==> config.mk <==
export PLATFORM = sky130hd
export DESIGN_NAME = trap_ctrl
export DESIGN_NICKNAME = d
export VERILOG_FILES = /design/src/rtl/trap_pkg.sv /design/src/rtl/trap_csr_file.sv /design/src/rtl/trap_ctrl.sv
export SDC_FILE = /design/constraint.sdc
export NUM_CORES = 1
export LEC_CHECK = 0
export BUFFER_PORTS_ARGS = -buffer_cell sky130_fd_sc_hd__buf_2
export CORE_ASPECT_RATIO = 0.6
export CORE_MARGIN = 1
export CORE_UTILIZATION = 54
export CTS_CLUSTER_DIAMETER = 50
export CTS_CLUSTER_SIZE = 8
export DETAILED_ROUTE_END_ITERATION = 7
export PLACE_DENSITY = 0.81
export RECOVER_POWER = 25
export SLEW_MARGIN = 20
export SYNTH_ARGS = -nofsm -noshare
export SYNTH_HDL_FRONTEND = slang
export SYNTH_SLANG_ARGS = --single-unit
==> constraint.sdc <==
create_clock -name clk_i -period 3.2 [get_ports clk_i]
set_clock_uncertainty 0.15 [all_clocks]
set_input_delay 0.16 -clock clk_i [delete_from_list [all_inputs] [get_ports clk_i]]
set_output_delay 0.16 -clock clk_i [all_outputs]
set_load 0.02 [all_outputs]
==> src/rtl/trap_pkg.sv <==
// Shared types and constants for the machine-mode trap controller.
// FSM states, CSR addresses, cause codes, CSR op encodings, mstatus bits.
package trap_pkg;

    typedef enum logic [1:0] {
        ST_RUN,
        ST_TRAP,
        ST_RET,
        ST_DRAIN
    } trap_state_e;

    localparam logic [11:0] CSR_MSTATUS  = 12'h300;
    localparam logic [11:0] CSR_MIE      = 12'h304;
    localparam logic [11:0] CSR_MTVEC    = 12'h305;
    localparam logic [11:0] CSR_MSCRATCH = 12'h340;
    localparam logic [11:0] CSR_MEPC     = 12'h341;
    localparam logic [11:0] CSR_MCAUSE   = 12'h342;
    localparam logic [11:0] CSR_MIP      = 12'h344;

    localparam logic [31:0] CAUSE_ILLEGAL = 32'h0000_0002;
    localparam logic [31:0] CAUSE_EBREAK  = 32'h0000_0003;
    localparam logic [31:0] CAUSE_ECALL   = 32'h0000_000B;
    localparam logic [31:0] CAUSE_IRQ_EXT = 32'h8000_000B;
    localparam logic [31:0] CAUSE_IRQ_TMR = 32'h8000_0007;

    localparam logic [1:0] CSR_OP_READ  = 2'b00;
    localparam logic [1:0] CSR_OP_WRITE = 2'b01;
    localparam logic [1:0] CSR_OP_SET   = 2'b10;
    localparam logic [1:0] CSR_OP_CLEAR = 2'b11;

    localparam int MSTATUS_MIE_BIT  = 3;
    localparam int MSTATUS_MPIE_BIT = 7;
    localparam int MIE_MEIE_BIT     = 11;
    localparam int MIE_MTIE_BIT     = 7;

endpackage

==> src/rtl/trap_csr_file.sv <==
// Trap CSR registers with read mux and write/set/clear update.
// mie/mip contents exist only when TRAP_CTRL_IRQ_EN is defined.
module trap_csr_file
    import trap_pkg::*;
#(
    parameter logic [31:0] MTVEC_RST = 32'h0000_0100
) (
    input  logic        clk_i,
    input  logic        rst_n_i,
    input  logic [11:0] addr_i,
    input  logic        wr_en_i,
    input  logic [1:0]  op_i,
    input  logic [31:0] wdata_i,
    input  logic        trap_i,
    input  logic [31:0] trap_pc_i,
    input  logic [31:0] trap_cause_i,
    input  logic        mret_i,
    input  logic        irq_ext_i,
    input  logic        irq_tmr_i,
    output logic [31:0] rdata_o,
    output logic        addr_ok_o,
    output logic        mstatus_mie_o,
    output logic        meie_o,
    output logic        mtie_o,
    output logic [31:0] mtvec_o,
    output logic [31:0] mepc_o
);

    logic        mstatus_mie_q, mstatus_mie_d;
    logic        mstatus_mpie_q, mstatus_mpie_d;
    logic [31:0] mtvec_q, mtvec_d;
    logic [31:0] mscratch_q, mscratch_d;
    logic [31:0] mepc_q, mepc_d;
    logic [31:0] mcause_q, mcause_d;
    logic        meie_q, meie_d;
    logic        mtie_q, mtie_d;
    logic [31:0] wval;

`ifndef TRAP_CTRL_IRQ_EN
    logic unused_irq;
    assign unused_irq = irq_ext_i ^ irq_tmr_i;
`endif

    // Read mux: returns the current (old) value of the addressed CSR.
    always_comb begin
        rdata_o   = '0;
        addr_ok_o = 1'b1;
        unique case (addr_i)
            CSR_MSTATUS: begin
                rdata_o[12:11]           = 2'b11;
                rdata_o[MSTATUS_MIE_BIT]  = mstatus_mie_q;
                rdata_o[MSTATUS_MPIE_BIT] = mstatus_mpie_q;
            end
            CSR_MIE: begin
`ifdef TRAP_CTRL_IRQ_EN
                rdata_o[MIE_MEIE_BIT] = meie_q;
                rdata_o[MIE_MTIE_BIT] = mtie_q;
`endif
            end
            CSR_MTVEC:    rdata_o = mtvec_q;
            CSR_MSCRATCH: rdata_o = mscratch_q;
            CSR_MEPC:     rdata_o = mepc_q;
            CSR_MCAUSE:   rdata_o = mcause_q;
            CSR_MIP: begin
`ifdef TRAP_CTRL_IRQ_EN
                rdata_o[MIE_MEIE_BIT] = irq_ext_i;
                rdata_o[MIE_MTIE_BIT] = irq_tmr_i;
`endif
            end
            default: addr_ok_o = 1'b0;
        endcase
    end

    // Operand merge for write, set and clear.
    always_comb begin
        unique case (op_i)
            CSR_OP_WRITE: wval = wdata_i;
            CSR_OP_SET:   wval = rdata_o | wdata_i;
            CSR_OP_CLEAR: wval = rdata_o & ~wdata_i;
            default:      wval = rdata_o;
        endcase
    end

    // Next-state: trap entry, then mret, then software write.
    always_comb begin
        mstatus_mie_d  = mstatus_mie_q;
        mstatus_mpie_d = mstatus_mpie_q;
        mtvec_d        = mtvec_q;
        mscratch_d     = mscratch_q;
        mepc_d         = mepc_q;
        mcause_d       = mcause_q;
        meie_d         = meie_q;
        mtie_d         = mtie_q;
        if (trap_i) begin
            mepc_d         = {trap_pc_i[31:2], 2'b00};
            mcause_d       = trap_cause_i;
            mstatus_mpie_d = mstatus_mie_q;
            mstatus_mie_d  = 1'b0;
        end else if (mret_i) begin
            mstatus_mie_d  = mstatus_mpie_q;
            mstatus_mpie_d = 1'b1;
        end else if (wr_en_i) begin
            unique case (addr_i)
                CSR_MSTATUS: begin
                    mstatus_mie_d  = wval[MSTATUS_MIE_BIT];
                    mstatus_mpie_d = wval[MSTATUS_MPIE_BIT];
                end
                CSR_MIE: begin
`ifdef TRAP_CTRL_IRQ_EN
                    meie_d = wval[MIE_MEIE_BIT];
                    mtie_d = wval[MIE_MTIE_BIT];
`endif
                end
                CSR_MTVEC:    mtvec_d    = {wval[31:2], 2'b00};
                CSR_MSCRATCH: mscratch_d = wval;
                CSR_MEPC:     mepc_d     = {wval[31:2], 2'b00};
                CSR_MCAUSE:   mcause_d   = wval;
                default: ;
            endcase
        end
    end

    // CSR state registers.
    always_ff @(posedge clk_i or negedge rst_n_i) begin
        if (!rst_n_i) begin
            mstatus_mie_q  <= 1'b0;
            mstatus_mpie_q <= 1'b0;
            mtvec_q        <= {MTVEC_RST[31:2], 2'b00};
            mscratch_q     <= '0;
            mepc_q         <= '0;
            mcause_q       <= '0;
            meie_q         <= 1'b0;
            mtie_q         <= 1'b0;
        end else begin
            mstatus_mie_q  <= mstatus_mie_d;
            mstatus_mpie_q <= mstatus_mpie_d;
            mtvec_q        <= mtvec_d;
            mscratch_q     <= mscratch_d;
            mepc_q         <= mepc_d;
            mcause_q       <= mcause_d;
            meie_q         <= meie_d;
            mtie_q         <= mtie_d;
        end
    end

    assign mstatus_mie_o = mstatus_mie_q;
    assign meie_o        = meie_q;
    assign mtie_o        = mtie_q;
    assign mtvec_o       = mtvec_q;
    assign mepc_o        = mepc_q;

endmodule

==> src/rtl/trap_ctrl.sv <==
// Machine-mode trap controller: event priority, redirect FSM, CSR file.
// Define TRAP_CTRL_IRQ_EN to enable the interrupt path with mie/mip.
module trap_ctrl
    import trap_pkg::*;
#(
    parameter logic [31:0] MTVEC_RST = 32'h0000_0100,
    parameter int          DRAIN_CYC = 2
) (
    input  logic        clk_i,
    input  logic        rst_n_i,
    input  logic        stall_i,
    input  logic [31:0] pc_d2_i,
    input  logic        illegal_i,
    input  logic        ecall_i,
    input  logic        ebreak_i,
    input  logic        mret_i,
    input  logic        irq_ext_i,
    input  logic        irq_tmr_i,
    input  logic        csr_en_i,
    input  logic [1:0]  csr_op_i,
    input  logic [11:0] csr_addr_i,
    input  logic [31:0] csr_wdata_i,
    output logic [31:0] csr_rdata_o,
    output logic        csr_bad_o,
    output logic        exception_o,
    output logic        ret_o,
    output logic [31:0] mtvec_o,
    output logic [31:0] mepc_o,
    output logic        flush_o
);

    localparam logic [1:0] DRAIN_LAST = 2'(DRAIN_CYC - 1);

    trap_state_e state_q, state_d;
    logic [1:0]  cnt_q, cnt_d;
    logic        exception_q, exception_d;
    logic        ret_q, ret_d;
    logic        flush_q, flush_d;

    logic        sample, exc_req, trap_take, mret_take, csr_wr;
    logic        irq_ext_take, irq_tmr_take;
    logic [31:0] cause;
    logic        addr_ok, mstatus_mie, meie, mtie;

`ifdef TRAP_CTRL_IRQ_EN
    assign irq_ext_take = mstatus_mie & meie & irq_ext_i;
    assign irq_tmr_take = mstatus_mie & mtie & irq_tmr_i;
`else
    logic unused_irq;
    assign unused_irq   = ^{irq_ext_i, irq_tmr_i, mstatus_mie, meie, mtie};
    assign irq_ext_take = 1'b0;
    assign irq_tmr_take = 1'b0;
`endif

    // Event detection and priority encode of the trap cause.
    always_comb begin
        sample    = (state_q == ST_RUN) && !stall_i;
        exc_req   = illegal_i | ebreak_i | ecall_i;
        trap_take = sample & (exc_req |
                    (!mret_i & (irq_ext_take | irq_tmr_take)));
        mret_take = sample & !exc_req & mret_i;
        csr_wr    = sample & csr_en_i & (csr_op_i != CSR_OP_READ) &
                    !trap_take & !mret_take;
        if (illegal_i)         cause = CAUSE_ILLEGAL;
        else if (ebreak_i)     cause = CAUSE_EBREAK;
        else if (ecall_i)      cause = CAUSE_ECALL;
        else if (irq_ext_take) cause = CAUSE_IRQ_EXT;
        else                   cause = CAUSE_IRQ_TMR;
    end

    // Redirect FSM next-state; outputs derive from the next state.
    always_comb begin
        state_d = state_q;
        cnt_d   = cnt_q;
        unique case (state_q)
            ST_RUN: begin
                if (trap_take)      state_d = ST_TRAP;
                else if (mret_take) state_d = ST_RET;
            end
            ST_TRAP, ST_RET: begin
                state_d = ST_DRAIN;
                cnt_d   = DRAIN_LAST;
            end
            ST_DRAIN: begin
                if (cnt_q == 2'd0) state_d = ST_RUN;
                else               cnt_d   = cnt_q - 2'd1;
            end
            default: state_d = ST_RUN;
        endcase
        exception_d = (state_d == ST_TRAP);
        ret_d       = (state_d == ST_RET);
        flush_d     = (state_d != ST_RUN);
    end

    // FSM state and registered redirect outputs.
    always_ff @(posedge clk_i or negedge rst_n_i) begin
        if (!rst_n_i) begin
            state_q     <= ST_RUN;
            cnt_q       <= '0;
            exception_q <= 1'b0;
            ret_q       <= 1'b0;
            flush_q     <= 1'b0;
        end else begin
            state_q     <= state_d;
            cnt_q       <= cnt_d;
            exception_q <= exception_d;
            ret_q       <= ret_d;
            flush_q     <= flush_d;
        end
    end

    trap_csr_file #(
        .MTVEC_RST (MTVEC_RST)
    ) u_csr (
        .clk_i         (clk_i),
        .rst_n_i       (rst_n_i),
        .addr_i        (csr_addr_i),
        .wr_en_i       (csr_wr),
        .op_i          (csr_op_i),
        .wdata_i       (csr_wdata_i),
        .trap_i        (trap_take),
        .trap_pc_i     (pc_d2_i),
        .trap_cause_i  (cause),
        .mret_i        (mret_take),
        .irq_ext_i     (irq_ext_i),
        .irq_tmr_i     (irq_tmr_i),
        .rdata_o       (csr_rdata_o),
        .addr_ok_o     (addr_ok),
        .mstatus_mie_o (mstatus_mie),
        .meie_o        (meie),
        .mtie_o        (mtie),
        .mtvec_o       (mtvec_o),
        .mepc_o        (mepc_o)
    );

    assign csr_bad_o   = csr_en_i & ~addr_ok;
    assign exception_o = exception_q;
    assign ret_o       = ret_q;
    assign flush_o     = flush_q;

endmodule

# == After elaboration in Yosys (flattened, before gate mapping) ==
# Index checks and enable logic that the tools add are counted.
# totals
reg_bits,135
latch_bits,0
ram_bits,0
romBits,0
inputBits,88
out_inout_bits,100
elab_cells,102
mem_count,0
# classes
add_sub_neg,1
n_mul,0
n_div,0
n_lt_le_gt_ge,0
n_eq_ne,17
shift,0
muxes,34
bitwise_logic,16
n_reduce_logical,23
# op_table
operator,n
32-bit 2-to-1 mux,11
32-bit case mux with 3 select lines,1
"12-bit by 10-bit equality test with 1-bit output, second input constant",7
19-bit case mux with 4 select lines,1
3-bit case mux with 4 select lines,3
32-bit AND,1
32-bit NOT,1
32-bit bitwise OR,1
2-bit nonzero test,6
"2-bit equality test, second input constant",5
1-bit case mux with 5 select lines,2
2-bit case mux with 5 select lines,1
1-bit 2-to-1 mux,9
1-bit AND,8
2-bit 2-to-1 mux,4
4-bit AND reduction,2
7-bit OR reduction,1
"2-bit by 1-bit equality test with 1-bit output, second input constant",3
2-bit case mux with 3 select lines,1
3-bit AND reduction,2
3-bit nonzero test,2
1-bit logical NOT,4
2-bit logical NOT,2
"2-bit inequality test, second input constant",2
other kinds (7),11

# == Depth between registers and ports, before layout ==
# logic_depth
word_depth,10
ltp_mapped,11
ltp_nobuf,8

# == Hierarchy ==
# From an unflattened synthesis, not the netlist that was laid out.
# unflattened
cells_unflattened,921
hier_area_um2,8126.5
# by_module_without_submodules
module,n_inst,cells_per_inst,area_per_inst_um2,seq_area_each_um2
trap_csr_file,1,866,7623.6,3154.3
trap_ctrl,1,55,503.0,175.2

# == Worst setup path after synthesis ==
# No wires, ideal clock.
# synth_timing
path_kind,register to register
startpoint,register state_q[0]
endpoint,register u_csr.mtvec_q[18] (netlist: u_csr.mtvec_o[18])
setup_ns,0.125
t_arrival_ns,2.166
required_ns,2.925
setup_slack_ns,0.759
stages_incl_launch_ff,11
path_buffers,2
period_less_slack_ns,2.441
cell_sequence,dfrtp_1 -> inv_1 -> ha_1 -> nand2b_1 -> or4_1 -> buf_2 -> nor2_2 -> nand2_2 -> inv_2 -> buf_4 -> mux2_2
# synth_between
elab_chain_cells,7
word_cells_on_any_way,14
cone_classes,9 x bitwise; 5 x reduce/logical
# synth_lines
item,line_no,rtl
"start, declared",trap_ctrl.sv:34,"trap_state_e state_q, state_d;"
"start signal, assigned",trap_ctrl.sv:104,state_q <= state_d;
2-bit logical NOT (*),trap_ctrl.sv:57,sample = (state_q == ST_RUN) && !stall_i;
1-bit logical AND (*),trap_ctrl.sv:57,
1-bit AND (on tied branches),"trap_ctrl.sv:62, trap_ctrl.sv:59, trap_ctrl.sv:61",
1-bit AND (tied with other cells),trap_ctrl.sv:62,csr_wr = sample & csr_en_i & (csr_op_i != CSR_OP_READ) &
1-bit AND or 1-bit logical NOT (tied branches),"trap_ctrl.sv:62, trap_ctrl.sv:63",
1-bit AND,trap_ctrl.sv:63,!trap_take & !mret_take;
4-bit AND reduction (no line) (*),n/a,
"end signal, assigned",trap_csr_file.sv:128,"mtvec_q <= {MTVEC_RST[31:2], 2'b00};"
"end signal, assigned",trap_csr_file.sv:137,mtvec_q <= mtvec_d;
"end, declared",trap_csr_file.sv:31,"logic [31:0] mtvec_q, mtvec_d;"
# Every way passes the cells marked *; elsewhere a longest branch is shown, timed or not.
# A chain may end at the register's enable or synchronous reset.

# == Worst setup path in the final report ==
# layout_timing
startpoint,input port ebreak_i
endpoint,register u_csr.mepc_q[6] (netlist: u_csr.mepc_o[6])
# layout_between
elab_chain_cells,9
word_cells_on_any_way,15
cone_classes,1 x eq/ne; 1 x mux; 7 x bitwise; 6 x reduce/logical
# layout_lines
item,line_no,rtl
"start, declared",trap_ctrl.sv:15,"input logic ebreak_i,"
1-bit bitwise OR (*) (2 in a row),trap_ctrl.sv:58,exc_req = illegal_i | ebreak_i | ecall_i;
1-bit logical NOT,trap_ctrl.sv:61,mret_take = sample & !exc_req & mret_i;
1-bit AND (2 in a row),trap_ctrl.sv:61,
1-bit logical NOT,trap_ctrl.sv:63,
1-bit AND,trap_ctrl.sv:63,
2-bit nonzero test (no line),n/a,
3-bit AND reduction (no line),n/a,
"end signal, assigned",trap_csr_file.sv:139,mepc_q <= mepc_d;
"end, declared",trap_csr_file.sv:33,"logic [31:0] mepc_q, mepc_d;"
# Marks and branches as above.

==> impl_table.tex <==
\begin{tabular}{lr}
\hline
Metric & Value \\
\hline
\multicolumn{2}{l}{\textbf{Clocking}} \\
Clock network latency to the later pin of the worst-skew pair & $\sim$420 ps \\
Clock sinks & 133 \\
Clock buffers created by TritonCTS & 17 \\
Clock tree from TritonCTS & yes \\
Number of H-tree branching levels & 4 \\
Buffer levels on the longest clock path & 2 \\
Register clock-pin slew on the reported worst setup and hold paths & 60 ps \\
Root buffer selected by CTS & sky130\_fd\_sc\_hd\_\_clkbuf\_16 \\
\multicolumn{2}{l}{\textbf{Place}} \\
Pre-CTS setup slack & 457.3 ps \\
Cell total after placement & 1172 \\
Routability Congestion & 0.9135 \\
Estimated wirelength of the detail-placed design & 15.69 mm \\
Count of input and output buffers & 179 \\
\multicolumn{2}{l}{\textbf{Pwr}} \\
Static leakage & 4.402 nW \\
Combinational share of power & 0.278 \\
Clk pwr share & 0.365 \\
Sequential share of power & 0.356 \\
Total power per unit cell area & 607.0 nW/um2 \\
Switching Share & 0.3237 \\
Total power of the final layout & between 6 and 7 mW \\
Int Power & $\sim$4.1 mW \\
NetSw & 1.957 mW \\
Peak ir drop on the vdd network & 0.3574 mV \\
\multicolumn{2}{l}{\textbf{Timing}} \\
PnR worst setup slack & around 170 ps \\
Setup total negative slack & 0 ps \\
Slew @ Worst Pin & $\sim$1700 ps \\
Setup repair after global routing missed its margin & no \\
Final Max Tran Viols & 63 \\
Fmax & 0.3300 GHz \\
Max transition margin & -0.1033 \\
Setup-failing EPs final & 0 \\
Number of failing hold endpoints at the final stage & 0 \\
Period minus WS final & 3031 ps \\
Final period util & 0.9471 \\
\multicolumn{2}{l}{\textbf{Setup path}} \\
Most repeated library cell on the critical path & sky130\_fd\_sc\_hd\_\_dlygate4sd3\_1 \\
Buffers plus inverters on the worst setup path & 4 \\
R2R setup slack & 220 ps \\
Reg-to-reg startpoint & state\_q[1] \\
Worst path slowest cell & sky130\_fd\_sc\_hd\_\_dlygate4sd3\_1 \\
CP Data Required Time & 3340 ps \\
Highest fanout seen on the critical path & 32 \\
Biggest cell delay along the critical path & 600 ps \\
Type of the worst setup path & in -> reg \\
Critical path startpoint category & input pin \\
Worst Path Arrival & 3170 ps \\
Logic depth of the worst path, buffers included & 8 \\
Delay-heaviest family, CP & buffers and inverters \\
Nature of the critical path endpoint & flip-flop \\
Cells traversed along the worst timing path & dlygate4sd3\_1, buf\_2, or3\_1, or4\_4, nor3\_4, buf\_4, a21oi\_1, dlygate4sd3\_1 \\
Depth of the most critical reg-to-reg path & 8 \\
Reg2Reg Capture Point & u\_csr.mepc\_o[6] \\
\multicolumn{2}{l}{\textbf{Final layout}} \\
Post-layout nets & 1146 \\
Synth-to-Final Area Change & 28.94\% \\
Highest-count cells in the layout ignoring fill and taps & sky130\_fd\_sc\_hd\_\_buf\_2 (150), sky130\_fd\_sc\_hd\_\_dfrtp\_1 (132), sky130\_fd\_sc\_hd\_\_a21oi\_1 (80), sky130\_fd\_sc\_hd\_\_o21ai\_0 (73), sky130\_fd\_sc\_hd\_\_nand2\_1 (65) \\
Final core utilization & 0.7224 \\
Fraction of final layout cells sized beyond drive strength 1 & 0.2589 \\
Most common cell after layout, fill and taps aside & sky130\_fd\_sc\_hd\_\_buf\_2 \\
Diodes inserted & 0 \\
Count of non-filler cells in the finished layout & 1258 \\
\multicolumn{2}{l}{\textbf{Yosys}} \\
Top FF cell, synth & sky130\_fd\_sc\_hd\_\_dfrtp\_1 \\
Top cell type's share of synthesized area & 0.4275 \\
Proportion of register bits with asynchronous set or reset after synthesis & 1.000 \\
Flip-flop and latch count after synthesis & 133 \\
Mapped cell area & 7726 um2 \\
Number of synthesized flops with an enable pin & 0 \\
Library cell with the largest summed area after synthesis & sky130\_fd\_sc\_hd\_\_dfrtp\_1 \\
Synth Instances & 847 \\
Seq/Total Area, Yosys & 0.4309 \\
Count of different cell masters after synthesis & a little over 60 \\
Leading post-synthesis cells by cell area & sky130\_fd\_sc\_hd\_\_dfrtp\_1 (43\%), sky130\_fd\_sc\_hd\_\_a21oi\_1 (5.2\%), sky130\_fd\_sc\_hd\_\_mux2\_2 (5.0\%), sky130\_fd\_sc\_hd\_\_nand3b\_1 (4.9\%), sky130\_fd\_sc\_hd\_\_o21ai\_0 (4.7\%) \\
Yosys warnings & 0 \\
Synthesized area divided by synthesized cell count & $\sim$9.1 um2 \\
\multicolumn{2}{l}{\textbf{Global route}} \\
Wire length of the first global-routing pass & 40.25 mm \\
Grt ovf & 0 \\
Initial antenna violation count & 0 \\
Maximum number of pins on one net before global-route repair & 72 \\
Global-route usage over all layers & 0.3573 \\
Vias in the first global route & 7729 \\
\multicolumn{2}{l}{\textbf{Min path}} \\
Worst min path class & in -> reg \\
Hold Path Sink & u\_csr.mcause\_q[30] \\
Hold depth & 4 \\
Min-delay src & csr\_wdata\_i[30] \\
\multicolumn{2}{l}{\textbf{Detailed routing}} \\
DRC Markers & 0 \\
Post-route ant nets & 0 \\
Final routed wire length divided by cell count & 20.16 um \\
Vias per std cell & 6.324 \\
Number of iterations in the first detailed-routing pass & 5 \\
DR iter-0 viols & 993 \\
DRT Wirelength & 25.36 mm \\
DR vias & $\sim$8.0k \\
\multicolumn{2}{l}{\textbf{Die}} \\
Total I/O pin count & 188 \\
Die X-Extent & 156.4 um \\
Initial cell density of the core & 0.5602 \\
Number of rows in the core area & 33 \\
Vertical extent of the die & 94.66 um \\
Total Die Area & between 10000 and 15000 um2 \\
Core Footprint & 13790 um2 \\
\multicolumn{2}{l}{\textbf{Outcome}} \\
Outcome & complete, but fails checks \\
Violations in the final reports & max-capacitance violations, max-slew violations \\
\multicolumn{2}{l}{\textbf{Flow run}} \\
Max-capacitance violation count & 1 \\
\hline
\end{tabular}
## synthesized netlist by cell type, drive strengths merged, types with 2 or more instances
cell type / number
dfrtp: 132
a21oi: 80
o21ai: 74
nand2: 69
clkbuf: 53
nor2: 53
nand3b: 50
o22ai: 49
mux2: 35
nand2b: 29
a221oi: 27
buf: 24
xor2: 18
a211o: 16
a31o: 16
o21a: 13
a211oi: 12
nand3: 12
nor3: 12
inv: 11
a22oi: 7
and2: 5
nor2b: 5
and3b: 4
ha: 4
mux2i: 4
a221o: 3
and3: 3
a31oi: 2
and4bb: 2
nor3b: 2
or3: 2
## worst reg2reg max path, delay by kind of cell (launching register included)
family / cells / cell delay (ps)
compound gates: 1 / 150
buf+inv: 3 / 1110
fa+ha+maj: 1 / 160
flops: 1 / 410
simple gates: 3 / 880
## through the flow
| stage | cell area, um2 | hold WS [ps] |
|---|---|---|
| 2_1_floorplan | 7737 | -285.6 |
| 3_3_place_gp | 8786 | 42.30 |
| 3_5_place_dp | 8786 | 47.30 |
| 4_1_cts | 10000 | 11.22 |
| 5_1_grt | 9962 | 42.93 |
| 6_report | 9962 | 19.21 |
## final cells by class
type / instances / area, um2
multi-input combinational: 628 / 4025
fill: 1057 / 3829
sequential: 133 / 3329
timing repair buffer: 262 / 1659
clock buffer: 20 / 466.7
tap: 192 / 240.2
clock inverter: 11 / 196.4
inverter: 12 / 45.04
## how the worst max path moves through the flow
stage / endpoint / slack (ps) / startpoint
4_1_cts: u_csr.mepc_o[8] / 120 / ebreak_i
5_1_grt: u_csr.mepc_o[9] / 90 / ebreak_i
3_3_place_gp: u_csr.mtvec_o[10] / 480 / state_q[0]
3_5_place_dp: u_csr.mtvec_o[19] / 460 / state_q[0]
6_report: u_csr.mepc_o[6] / 170 / ebreak_i
2_1_floorplan: u_csr.mtvec_o[18] / 760 / state_q[0]
## layer usage
metal | part of all wire | GRT usage | vias up
met5 | 0 | 0 | -
met4 | 0.025 | 0.1225 | 0
met3 | 0.13 | 0.08765 | 79
met2 | 0.43 | 0.5454 | 578
met1 | 0.41 | 0.4979 | 3766
li1 | - | - | 3532
## cell families (layout without fill, tap and decap cells)
| family | after synthesis | after routing | synth area share |
|---|---|---|---|
| xor+xnor | 18 | 18 | 0.02040 |
| buf+inv | 89 | 305 | 0.05166 |
| other cells | 1 | 4 | 0.0004854 |
| flops | 133 | 133 | 0.4309 |
| fa+ha+maj | 4 | 4 | 0.006478 |
| simple gates | 252 | 252 | 0.1778 |
| compound gates | 311 | 311 | 0.2560 |
| mux | 39 | 39 | 0.05619 |
## flip-flops by register name, indices dropped and copies added, names as in the netlist
name                  flops
u_csr.mstatus_mpie_q      1
cnt_q                     2
u_csr.mcause_q           32
state_q                   2
u_csr.mscratch_q         32
u_csr.mtvec_o            30
ret_o                     1
exception_o               1
u_csr.mstatus_mie_o       1
u_csr.mepc_o             30
flush_o                   1
## power groups by stage
stage	Clock [mW]	Sequential [mW]	Combinational, mW
detailed placement	0	2.17	1.46
global placement	0	2.17	1.43
global route	2.29	2.19	1.84
finish	2.21	2.16	1.68
floorplan	0	2.37	0.723
CTS	2.22	2.14	1.67
## repair_timing
item | CTS | global route
hold buffers | 55 | 0
hold endpoints to repair | 99 | 0
setup buffers | 0 | 0
resized for setup | 0 | 1
endpoints found under the setup margin | 0 | 7
(Power assumes the default switching activity.)
